--- config.mk ---
export PLATFORM = sky130hd
export DESIGN_NAME = instr_encoder
export DESIGN_NICKNAME = d
export VERILOG_FILES = /design/src/rtl/isa_codes_pkg.sv /design/src/rtl/instr_fifo.sv /design/src/rtl/instr_encoder.sv
export SDC_FILE = /design/constraint.sdc
export NUM_CORES = 1
export LEC_CHECK = 0
export ABC_AREA = 1
export CAP_MARGIN = 5
export CORE_UTILIZATION = 55
export DETAILED_ROUTE_END_ITERATION = 7
export PLACE_DENSITY_LB_ADDON = 0.15
export SLEW_MARGIN = 20
export SYNTH_ARGS = -nofsm -noshare
export SYNTH_HDL_FRONTEND = slang
export SYNTH_SLANG_ARGS = --single-unit
--- constraint.sdc ---
create_clock -name clock -period 4.03 [get_ports clock]
set_input_delay 0.806 -clock clock [delete_from_list [all_inputs] [get_ports clock]]
set_output_delay 0.806 -clock clock [all_outputs]
set_load 0.01 [all_outputs]
--- src/rtl/isa_codes_pkg.sv ---
// Shared ISA code points, word formats, encoder states and field packing.
// Reused by the instruction encoder and the decoder.
package isa_codes;

    typedef enum logic [1:0] {
        FMT_R      = 2'b00,
        FMT_I      = 2'b01,
        FMT_J      = 2'b10,
        FMT_REGIMM = 2'b11
    } fmt_e;

    typedef enum logic [1:0] {
        ST_IDLE = 2'b00,
        ST_RUN  = 2'b01,
        ST_DONE = 2'b10
    } enc_state_e;

    localparam logic [5:0] OP_SPECIAL  = 6'h00;
    localparam logic [5:0] OP_REGIMM   = 6'h01;
    localparam logic [5:0] OP_J        = 6'h02;
    localparam logic [5:0] OP_JAL      = 6'h03;
    localparam logic [5:0] OP_BEQ      = 6'h04;
    localparam logic [5:0] OP_BNE      = 6'h05;
    localparam logic [5:0] OP_BLEZ     = 6'h06;
    localparam logic [5:0] OP_BGTZ     = 6'h07;
    localparam logic [5:0] OP_ADDIU    = 6'h09;
    localparam logic [5:0] OP_SLTI     = 6'h0A;
    localparam logic [5:0] OP_SLTIU    = 6'h0B;
    localparam logic [5:0] OP_ANDI     = 6'h0C;
    localparam logic [5:0] OP_ORI      = 6'h0D;
    localparam logic [5:0] OP_XORI     = 6'h0E;
    localparam logic [5:0] OP_LUI      = 6'h0F;
    localparam logic [5:0] OP_SPECIAL2 = 6'h1C;
    localparam logic [5:0] OP_LB       = 6'h20;
    localparam logic [5:0] OP_LW       = 6'h23;
    localparam logic [5:0] OP_LBU      = 6'h24;
    localparam logic [5:0] OP_SB       = 6'h28;
    localparam logic [5:0] OP_SW       = 6'h2B;

    localparam logic [5:0] FN_SLL  = 6'h00;
    localparam logic [5:0] FN_JR   = 6'h08;
    localparam logic [5:0] FN_ADDU = 6'h21;
    localparam logic [5:0] FN_SUBU = 6'h23;
    localparam logic [5:0] FN_OR   = 6'h25;

    localparam logic [4:0] RI_BLTZ = 5'h00;
    localparam logic [4:0] RI_BGEZ = 5'h01;

    typedef struct packed {
        fmt_e        fmt;
        logic [5:0]  op;
        logic [4:0]  rs;
        logic [4:0]  rt;
        logic [4:0]  rd;
        logic [4:0]  sh;
        logic [15:0] imm;
        logic [25:0] target;
    } instr_fields_t;

    function automatic logic [31:0] pack_word(input instr_fields_t f);
        logic [31:0] w;
        case (f.fmt)
            FMT_R:   w = {OP_SPECIAL, f.rs, f.rt, f.rd, f.sh, f.op};
            FMT_I:   w = {f.op, f.rs, f.rt, f.imm};
            FMT_J:   w = {f.op, f.target};
            default: w = {OP_REGIMM, f.rs, f.op[4:0], f.imm};
        endcase
        return w;
    endfunction

    // REGIMM legality looks only at the branch-code bits that are actually packed.
    function automatic logic op_legal(input fmt_e fmt, input logic [5:0] op);
        logic ok;
        case (fmt)
            FMT_I: ok = op inside {OP_BEQ, OP_BNE, OP_BLEZ, OP_BGTZ, OP_ADDIU, OP_SLTI,
                                   OP_SLTIU, OP_ANDI, OP_ORI, OP_XORI, OP_LUI, OP_SPECIAL2,
                                   OP_LB, OP_LW, OP_LBU, OP_SB, OP_SW};
            FMT_J:      ok = op inside {OP_J, OP_JAL};
            FMT_REGIMM: ok = op[4:0] inside {RI_BLTZ, RI_BGEZ};
            default:    ok = 1'b1;
        endcase
        return ok;
    endfunction

endpackage

--- src/rtl/instr_fifo.sv ---
// Synchronous FIFO for packed instruction words; head is a registered-storage read.
// Latency: one cycle push-to-head. Backpressure: a full FIFO refuses push even on a same-cycle pop.
module instr_fifo #(
    parameter int DEPTH = 4,
    parameter int WIDTH = 32
) (
    input  logic             clock,
    input  logic             reset,
    input  logic             push,
    input  logic [WIDTH-1:0] push_data,
    input  logic             pop,
    output logic [WIDTH-1:0] head,
    output logic             full,
    output logic             empty
);
    localparam int AW = (DEPTH > 1) ? $clog2(DEPTH) : 1;
    localparam int CW = $clog2(DEPTH + 1);

    logic [WIDTH-1:0] mem [DEPTH];
    logic [AW-1:0]    wr_ptr;
    logic [AW-1:0]    rd_ptr;
    logic [CW-1:0]    occ;
    logic             do_push;
    logic             do_pop;

    function automatic logic [AW-1:0] ptr_inc(input logic [AW-1:0] p);
        return (p == AW'(DEPTH - 1)) ? '0 : p + AW'(1);
    endfunction

    assign full    = (occ == CW'(DEPTH));
    assign empty   = (occ == '0);
    assign do_push = push && !full;
    assign do_pop  = pop && !empty;
    assign head    = mem[rd_ptr];

    always_ff @(posedge clock) begin
        if (do_push) begin
            mem[wr_ptr] <= push_data;
        end
    end

    always_ff @(posedge clock) begin
        if (!reset) begin
            wr_ptr <= '0;
            rd_ptr <= '0;
            occ    <= '0;
        end else begin
            if (do_push) begin
                wr_ptr <= ptr_inc(wr_ptr);
            end
            if (do_pop) begin
                rd_ptr <= ptr_inc(rd_ptr);
            end
            occ <= occ + CW'(do_push) - CW'(do_pop);
        end
    end

endmodule

--- src/rtl/instr_encoder.sv ---
// Packs instruction fields into words and streams them to instruction memory via a 4-deep FIFO.
// Latency: >=1 cycle input to write. Backpressure: w_mem_ready stalls the FIFO head; w_in_ready drops when full. Option: ENCODER_CHECK_EN.
module instr_encoder
    import isa_codes::*;
(
    input  logic        clock,
    input  logic        reset,
    input  logic        w_start,
    input  logic [31:0] w_base_addr_32,
    input  logic        w_end,
    input  logic        w_in_valid,
    output logic        w_in_ready,
    input  logic [1:0]  w_fmt_2,
    input  logic [5:0]  w_op_type_6,
    input  logic [4:0]  w_rs_addr_5,
    input  logic [4:0]  w_rt_addr_5,
    input  logic [4:0]  w_rd_addr_5,
    input  logic [4:0]  w_sh_amt_5,
    input  logic [15:0] w_imm_val_16,
    input  logic [25:0] w_target_26,
    output logic [31:0] w_mem_addr_32,
    output logic [31:0] w_mem_data_32,
    output logic        w_mem_we,
    input  logic        w_mem_ready,
    output logic        w_busy,
    output logic        w_done,
    output logic [15:0] w_count_16,
    output logic        w_err
);
    enc_state_e    state;
    enc_state_e    state_nxt;
    logic          end_flag;
    logic [31:0]   addr;
    logic [15:0]   count;
    logic          fifo_full;
    logic          fifo_empty;
    logic          start_acc;
    logic          push;
    logic          pop;
    logic          word_ok;
    logic [31:0]   word;
    instr_fields_t fields;

    assign fields = '{fmt: fmt_e'(w_fmt_2), op: w_op_type_6, rs: w_rs_addr_5,
                      rt: w_rt_addr_5, rd: w_rd_addr_5, sh: w_sh_amt_5,
                      imm: w_imm_val_16, target: w_target_26};

    assign start_acc  = (state == ST_IDLE) && w_start;
    assign w_in_ready = (state == ST_RUN) && !fifo_full && !end_flag;
    assign push       = w_in_valid && w_in_ready;
    assign w_mem_we   = (state == ST_RUN) && !fifo_empty;
    assign pop        = w_mem_we && w_mem_ready;

`ifdef ENCODER_CHECK_EN
    logic err;

    assign word_ok = op_legal(fields.fmt, fields.op);
    assign w_err   = err;

    // Sticky across the session; only a new accepted start clears it.
    always_ff @(posedge clock) begin
        if (!reset) begin
            err <= 1'b0;
        end else if (start_acc) begin
            err <= 1'b0;
        end else if (push && !word_ok) begin
            err <= 1'b1;
        end
    end
`else
    assign word_ok = 1'b1;
    assign w_err   = 1'b0;
`endif

    assign word = word_ok ? pack_word(fields) : 32'h0000_0000;

    instr_fifo #(.DEPTH(4), .WIDTH(32)) u_fifo (
        .clock     (clock),
        .reset     (reset),
        .push      (push),
        .push_data (word),
        .pop       (pop),
        .head      (w_mem_data_32),
        .full      (fifo_full),
        .empty     (fifo_empty)
    );

    always_comb begin
        state_nxt = state;
        case (state)
            ST_IDLE: if (w_start) state_nxt = ST_RUN;
            ST_RUN:  if (end_flag && fifo_empty) state_nxt = ST_DONE;
            ST_DONE: state_nxt = ST_IDLE;
            default: state_nxt = ST_IDLE;
        endcase
    end

    always_ff @(posedge clock) begin
        if (!reset) begin
            state    <= ST_IDLE;
            addr     <= 32'h0000_0000;
            count    <= 16'h0000;
            end_flag <= 1'b0;
        end else begin
            state <= state_nxt;
            if (start_acc) begin
                addr     <= w_base_addr_32;
                count    <= 16'h0000;
                end_flag <= 1'b0;
            end else begin
                if (pop) begin
                    addr <= addr + 32'd4;
                    if (count != 16'hFFFF) begin
                        count <= count + 16'd1;
                    end
                end
                if ((state == ST_RUN) && w_end) begin
                    end_flag <= 1'b1;
                end
            end
        end
    end

    assign w_mem_addr_32 = addr;
    assign w_count_16    = count;
    assign w_busy        = (state != ST_IDLE);
    assign w_done        = (state == ST_DONE);

endmodule

==> results of run 1 <==
-- power by group --
part           internal [mW]  total [mW]  switching [mW]  leakage, nW
registers               2.14        2.20          0.0540         1.65
logic                  0.313       0.666           0.353         2.22
clock network          0.862        1.59           0.725        0.274
total                   3.32        4.45            1.13         4.15
-- cell usage after synthesis (all sizes together) --
| library cell | count |
|---|---|
| clkbuf | 28 |
| xor2 | 8 |
| nand4 | 6 |
| and2 | 3 |
| conb | 1 |
| clkinv | 1 |
| o21bai | 1 |
| xnor2 | 3 |
| inv | 80 |
| fa | 1 |
| nor4 | 2 |
| a211oi | 2 |
| o31ai | 1 |
| a31oi | 5 |
| o22ai | 32 |
| nor3 | 10 |
| dfxtp | 60 |
| nand2 | 243 |
| edfxtp | 128 |
| o211ai | 16 |
| mux2 | 5 |
| o21ai | 78 |
| nand3b | 2 |
| o211a | 1 |
| a21oi | 39 |
| nor2 | 182 |
| nand3 | 69 |
| ha | 9 |
| buf | 16 |
| or2 | 2 |
-- how the worst min path moves through the flow --
stage	start	endpoint	slack [ps]	cells past startpoint
after floorplan	end_flag$_SDFFE_PP0P_	state[1]$_SDFFE_PN0P_	460	2
after global placement	w_mem_addr_32[31]$_SDFFE_PN0P_	w_mem_addr_32[31]$_SDFFE_PN0P_	480	2
after detailed placement	w_count_16[3]$_SDFFE_PP0P_	w_count_16[3]$_SDFFE_PP0P_	490	2
after CTS	w_count_16[3]$_SDFFE_PP0P_	w_count_16[3]$_SDFFE_PP0P_	500	2
after global routing	w_count_16[15]$_SDFFE_PP0P_	w_count_16[15]$_SDFFE_PP0P_	540	2
final	w_count_16[8]$_SDFFE_PP0P_	w_count_16[8]$_SDFFE_PP0P_	500	2
-- metal layers --
layer / routed length (um) / vias to the layer above / share of wire, %
met5: 0 / - / 0
met4: 273 / 0 / 1.2
met3: 1590 / 28 / 7.3
met2: 10900 / 309 / 50
met1: 9110 / 3566 / 42
li1: - / 3832 / -
-- worst register-to-register path, stage by stage, from the launching register on --
cell and delay, ps:
dfxtp_1 340, nor2_2 180, nand2_2 110, nand3_4 150, inv_2 170, ha_1 320
inv_1 40, ha_1 180, fa_1 380, or2_2 310, a21oi_1 110
-- layout by cell type, fill, tap and decap left out, types with 32 or more instances in the layout --
| master | count |
|---|---|
| a21oi_1 | 39 |
| clkdlybuf4s50_1 | 191 |
| dfxtp_1 | 59 |
| edfxtp_1 | 128 |
| inv_1 | 73 |
| nand2_1 | 236 |
| nand3_1 | 66 |
| nor2_1 | 166 |
| o21ai_0 | 78 |
| o22ai_1 | 32 |
-- final cells by class --
cell class,count,area [um2]
Inverter,81,307
Clock buffer,17,425
Fill cell,1213,4270
Clock inverter,15,135
Multi-Input combinational cell,721,3470
Tap cell,216,270
Sequential cell,188,5050
Timing Repair Buffer,205,2020
-- state kept, by name (all words and copies together), names as in the netlist, named ones only --
register	cells
u_fifo.occ	3
u_fifo.mem	128
w_mem_addr_32	32
state	2
u_fifo.wr_ptr	2
u_fifo.rd_ptr	2
end_flag	1
w_count_16	16
-- cell families after synthesis --
logic type      count (synthesis)  share of synthesized area [%]
flops                         188                           56.0
fa+ha+maj                      10                           1.47
buf+inv                       125                           5.65
simple gates                  519                           24.3
mux                             5                          0.625
other cells                     1                         0.0416
xor+xnor                       11                           1.07
compound gates                175                           10.9
-- metrics by stage --
step / utilization [%] / area [um2] / hold slack [ps]
6_report: 73.2 / 11700 / 498
5_1_grt: 73.2 / 11700 / 539
3_3_place_gp: 69.7 / 11100 / 484
4_1_cts: 73.2 / 11700 / 499
2_1_floorplan: - / 9010 / 462
3_5_place_dp: 69.7 / 11100 / 487
==> impl_metrics.toml, run 1 <==
[sta]
relSlewSlack_pct = 41.0
rsz_0062_raised_after_global_routing = "no"
worst_pin_slew_ps = 884
worst_slack_ps = 606
period_share_pct = 85.0
clock_skew_ps = 9.62
drv_slew = 0
report.final.hold_viol_count = 0
tns_ps = 0
post-route-min-period_ps = 3420
setup_viol = 0
achievable_clock_frequency_ghz = 0.292

[global_route]
grt_most_used_layer = "met2"
groute.layer.met1.usage_pct = 33.7
global_route_wire_length_before_repair_um = 34000
met3_usage_pct = 5.04
grt.total_usage_pct = 26.4
number_of_antenna_violations_at_the_first_check_in_global_routing = 0
grt_use_met2_pct = 45.3
grt_start_max_net_pins = 65
overflow = 0
grt_pass1_vias = 6952

[floorplan]
placementRows = 46
fp.dieW_um = 130
start_util_pct = 56.5
dieHeight_um = 130
floorplan.core_area_um2 = 15900
die_area_um2 = 16900
pin_count = 193

[cts]
cts-buffers-inserted = 17
htree_levels = 4
cts_num_sinks = 188
post_cts_hold_buffer_count = 0
cts_resized = 0
tritoncts = "yes"
cts.path.max_buffers = 2
insertion_delay_ps = 430
post-cts-setup-buffer-count = 0
clk_transition_reported_paths_ps = 70
cts_root_buf = "clkbuf_16"

[setup_path]
crit_arrival_ps = 2620
timing.critical_path.fanout_max = 27
r2r_end = "u_fifo.occ[2]$_SDFF_PN0_"
crit_slowest_cell = "clkinv_1"
crit_cells = 5
category_of_the_critical_setup_timing_path = "flop to output port"
worstSetupStartpointType = "flop"
cp_cell_sequence = "clkinv_1 -> buf_4 -> o21ai_0 -> o22ai_1 -> clkdlybuf4s50_1"
cell_class_contributing_the_biggest_share_of_worst_path_delay = "buffers and inverters"
worstSetupEndpoint = "w_mem_data_32[20]"
timing.critical_path.required_ps = 3220
worst-r2r-setup-slack_ps = 1660
reg2regPathDepth = 10
crit-reg2reg-launch = "u_fifo.occ[1]$_SDFF_PN0_"
timing.critical_path.slowest_cell_delay_ps = 580
cp_num_buf_inv = 3
end_kind = "output port"

[logic_synthesis]
synth_top_area_share_pct = 42.6
synthesis.area_per_instance_um2 = 8.72
most_area_hungry_cell_type_in_the_yosys_netlist = "edfxtp_1"
synth-seq-cells = 188
netlist-cell-type-count = 44
synth.area.top_cells = "edfxtp_1 43%, dfxtp_1 13%, nand2_1 9.8%"
syn-instance-count = 1034
ys_warn_count = 0
syn_area_um2 = 9010
ys_seq_area_share_pct = 56.0
syn_nets = 1152

[route]
postRouteAntennaNets = 0
post_drt_via_cell_ratio = 5.36
drt_first_pass_iters = 5
wl_per_cell_um = 15.1
vias = 7735
detailedRoute.firstIterationViolations = 568
finalWirelength_um = 21900
detail_route.drc_violations = 0

[placement]
place_hpwl_um = 14600
placement.setup.worst_slack_ps = 964
placedCellCount = 1411
gp_congestion = 0.914
placement.io_buffers = 191

[worst_hold_path]
min-delay-path-class = "flop to flop"

[run_status]
run_status = "finished, final reports clean"

[final_layout]
final_cells = 1443
antenna-diode-count = 0
final_layout_size_suffix_gt1_share_pct = 6.93
area_growth_syn_to_layout_pct = 29.5
layout.nets = 1332

[power_and_ir_drop]
post-layout-total-power_mw = 4.45
cellPowerDensity_nw_per_um2 = 381
p_leak_nw = 4.15
irDropWorstVdd_mv = 0.344

[run]
max_cap_viol_count = 0
(Power assumes the default switching activity.)
==> run 2: changes to the inputs <==
--- a/config.mk
+++ b/config.mk
@@ -7,7 +7,7 @@
 export LEC_CHECK = 0
 export ABC_AREA = 1
 export CAP_MARGIN = 5
-export CORE_UTILIZATION = 55
+export CORE_UTILIZATION = 51
 export DETAILED_ROUTE_END_ITERATION = 7
 export PLACE_DENSITY_LB_ADDON = 0.15
 export SLEW_MARGIN = 20
==> constraint.sdc (replaced) <==
create_clock -name clock -period 3.3 [get_ports clock]
set_input_delay 0.66 -clock clock [delete_from_list [all_inputs] [get_ports clock]]
set_output_delay 0.66 -clock clock [all_outputs]
set_load 0.01 [all_outputs]
==> run 2 against run 1 <==
Combinational power increased by 24%. Cell area grew 0.86%. Non-clock buffer count rose by 2. Critical path depth increased by 1. Sequential power rose by 22%. Routed wire length barely moved. Via count shrank 1.1%. Final cell count increased by 0.76%. Clock skew increased by 1.1 ps. Core utilization down 5.1 points.
==> impl_metrics.toml, run 2 (same netlist as run 1, synthesis figures left out) <==
[cts]
tritoncts = "yes"
clk_transition_reported_paths_ps = 70
htree_levels = 4
post-cts-setup-buffer-count = 0
insertion_delay_ps = 420
cts_num_sinks = 188
cts-buffers-inserted = 17
cts_resized = 0
post_cts_hold_buffer_count = 0
cts.path.max_buffers = 2
cts_root_buf = "clkbuf_16"

[sta]
tns_ps = 0
drv_slew = 0
worst_slack_ps = 380
fin_worst_hold_slack_ps = 502
setup_viol = 0
relSlewSlack_pct = 64.9
worst_pin_slew_ps = 526
rsz_0062_raised_after_global_routing = "no"
clock_skew_ps = 10.7
post-route-min-period_ps = 2920
achievable_clock_frequency_ghz = 0.342
period_share_pct = 88.5
report.final.hold_viol_count = 0

[setup_path]
timing.critical_path.slowest_cell_delay_ps = 500
cell_class_contributing_the_biggest_share_of_worst_path_delay = "buffers and inverters"
crit_slowest_cell = "clkdlybuf4s50_1"
timing.critical_path.fanout_max = 65
cp_num_buf_inv = 4
worstSetupStartpointType = "flop"
timing.critical_path.mode_cell = "buf_12"
cp_cell_sequence = "buf_12 -> clkinv_1 -> buf_12 -> o21ai_0 -> o22ai_1 -> clkdlybuf4s50_1"
end_kind = "output port"
category_of_the_critical_setup_timing_path = "flop to output port"
timing.critical_path.required_ps = 2640
crit-reg2reg-launch = "u_fifo.occ[1]$_SDFF_PN0_"
crit_arrival_ps = 2260

[run]
max_cap_viol_count = 0

[route]
detailedRoute.firstIterationViolations = 491
wl_per_cell_um = 15.0
post_drt_via_cell_ratio = 5.26
finalWirelength_um = 21900
postRouteAntennaNets = 0
detail_route.drc_violations = 0
vias = 7651
drt_first_pass_iters = 6

[global_route]
grt_start_max_net_pins = 66
overflow = 0
global_route_wire_length_before_repair_um = 35000
grt.total_usage_pct = 24.8
grt_pass1_vias = 6999
number_of_antenna_violations_at_the_first_check_in_global_routing = 0

[floorplan]
pin_count = 193
die_area_um2 = 18200
floorplan.core_area_um2 = 17300
start_util_pct = 52.1
dieHeight_um = 135
fp.dieW_um = 135
placementRows = 48

[final_layout]
largest_register_ffs = 128
final_cells = 1454
largest_register = "u_fifo.mem"
final_layout_size_suffix_gt1_share_pct = 7.24
layout.nets = 1334
area_growth_syn_to_layout_pct = 30.6
final_cell_mix = "236 x nand2_1, 191 x clkdlybuf4s50_1, 166 x nor2_1"
final_common_cell = "nand2_1"
post-route-cell-area_um2 = 11800
antenna-diode-count = 0

[placement]
placement.io_buffers = 191
placement.setup.worst_slack_ps = 576
place_area_um2 = 11200
place_hpwl_um = 14500
gp_congestion = 0.915
placedCellCount = 1422

[power_and_ir_drop]
irDropWorstVdd_mv = 0.377
cellPowerDensity_nw_per_um2 = 467
p_leak_nw = 4.18

[run_status]
run_status = "finished, final reports clean"

[worst_hold_path]
min-delay-path-class = "flop to flop"
worst_hold_startpoint = "u_fifo.rd_ptr[1]$_SDFFE_PN0P_"
## run 2: final cells by class
| class | count | area, um2 |
|---|---|---|
| fill | 1391 | 5530 |
| sequential | 188 | 5050 |
| multi-input combinational | 721 | 3490 |
| timing repair buffer | 207 | 2070 |
| clock buffer | 17 | 425 |
| inverter | 81 | 307 |
| tap | 225 | 282 |
| clock inverter | 15 | 151 |
## run 2: final timing paths
check                                   to  slack (ps)  depth (start not counted)
max                      w_mem_data_32[10]         380                          6
min          u_fifo.rd_ptr[1]$_SDFFE_PN0P_         500                          2
max reg2reg       u_fifo.occ[2]$_SDFF_PN0_        1110                         10
min reg2reg  u_fifo.rd_ptr[1]$_SDFFE_PN0P_         500                          2
## run 2: routing by layer
metal / wire length, um / global-route usage [%]
met1: 9680 / 32.1
met2: 10400 / 42.2
met3: 1400 / 4.58
met4: 342 / 7.55
met5: 0 / 0
## run 2: worst reg2reg max path, delay by kind of cell, from the launching register on
family,cells,cell delay [ps]
AO/OA/AOI/OAI,1,120
buffers and inverters,2,110
AND/OR/NAND/NOR,4,720
adder cells (fa/ha/maj),3,840
flip-flops,1,340
## run 2: per-stage QoR
stage / total power [mW] / util [%]
final: 5.49 / 68.0
after global routing: 5.72 / 68.0
after CTS: 5.53 / 68.0
after detailed placement: 3.56 / 64.7
after global placement: 3.55 / 64.7
after floorplan: 3.14 / -
## run 2: power by group
| part | leakage (nW) | switching [mW] | internal, mW | total [mW] |
|---|---|---|---|---|
| Combinational | 2.25 | 0.436 | 0.389 | 0.824 |
| Clock | 0.282 | 0.915 | 1.07 | 1.98 |
| Sequential | 1.65 | 0.0651 | 2.62 | 2.68 |
| Total | 4.18 | 1.42 | 4.08 | 5.49 |
==> run 3: changes to the inputs <==
--- a/config.mk
+++ b/config.mk
@@ -10,7 +10,7 @@
 export CORE_UTILIZATION = 51
 export DETAILED_ROUTE_END_ITERATION = 7
 export PLACE_DENSITY_LB_ADDON = 0.15
-export SLEW_MARGIN = 20
+export SLEW_MARGIN = 0
 export SYNTH_ARGS = -nofsm -noshare
 export SYNTH_HDL_FRONTEND = slang
 export SYNTH_SLANG_ARGS = --single-unit
==> results of run 3 <==
Same layout as run 2: the final DEF is identical, and so are final timing and power.
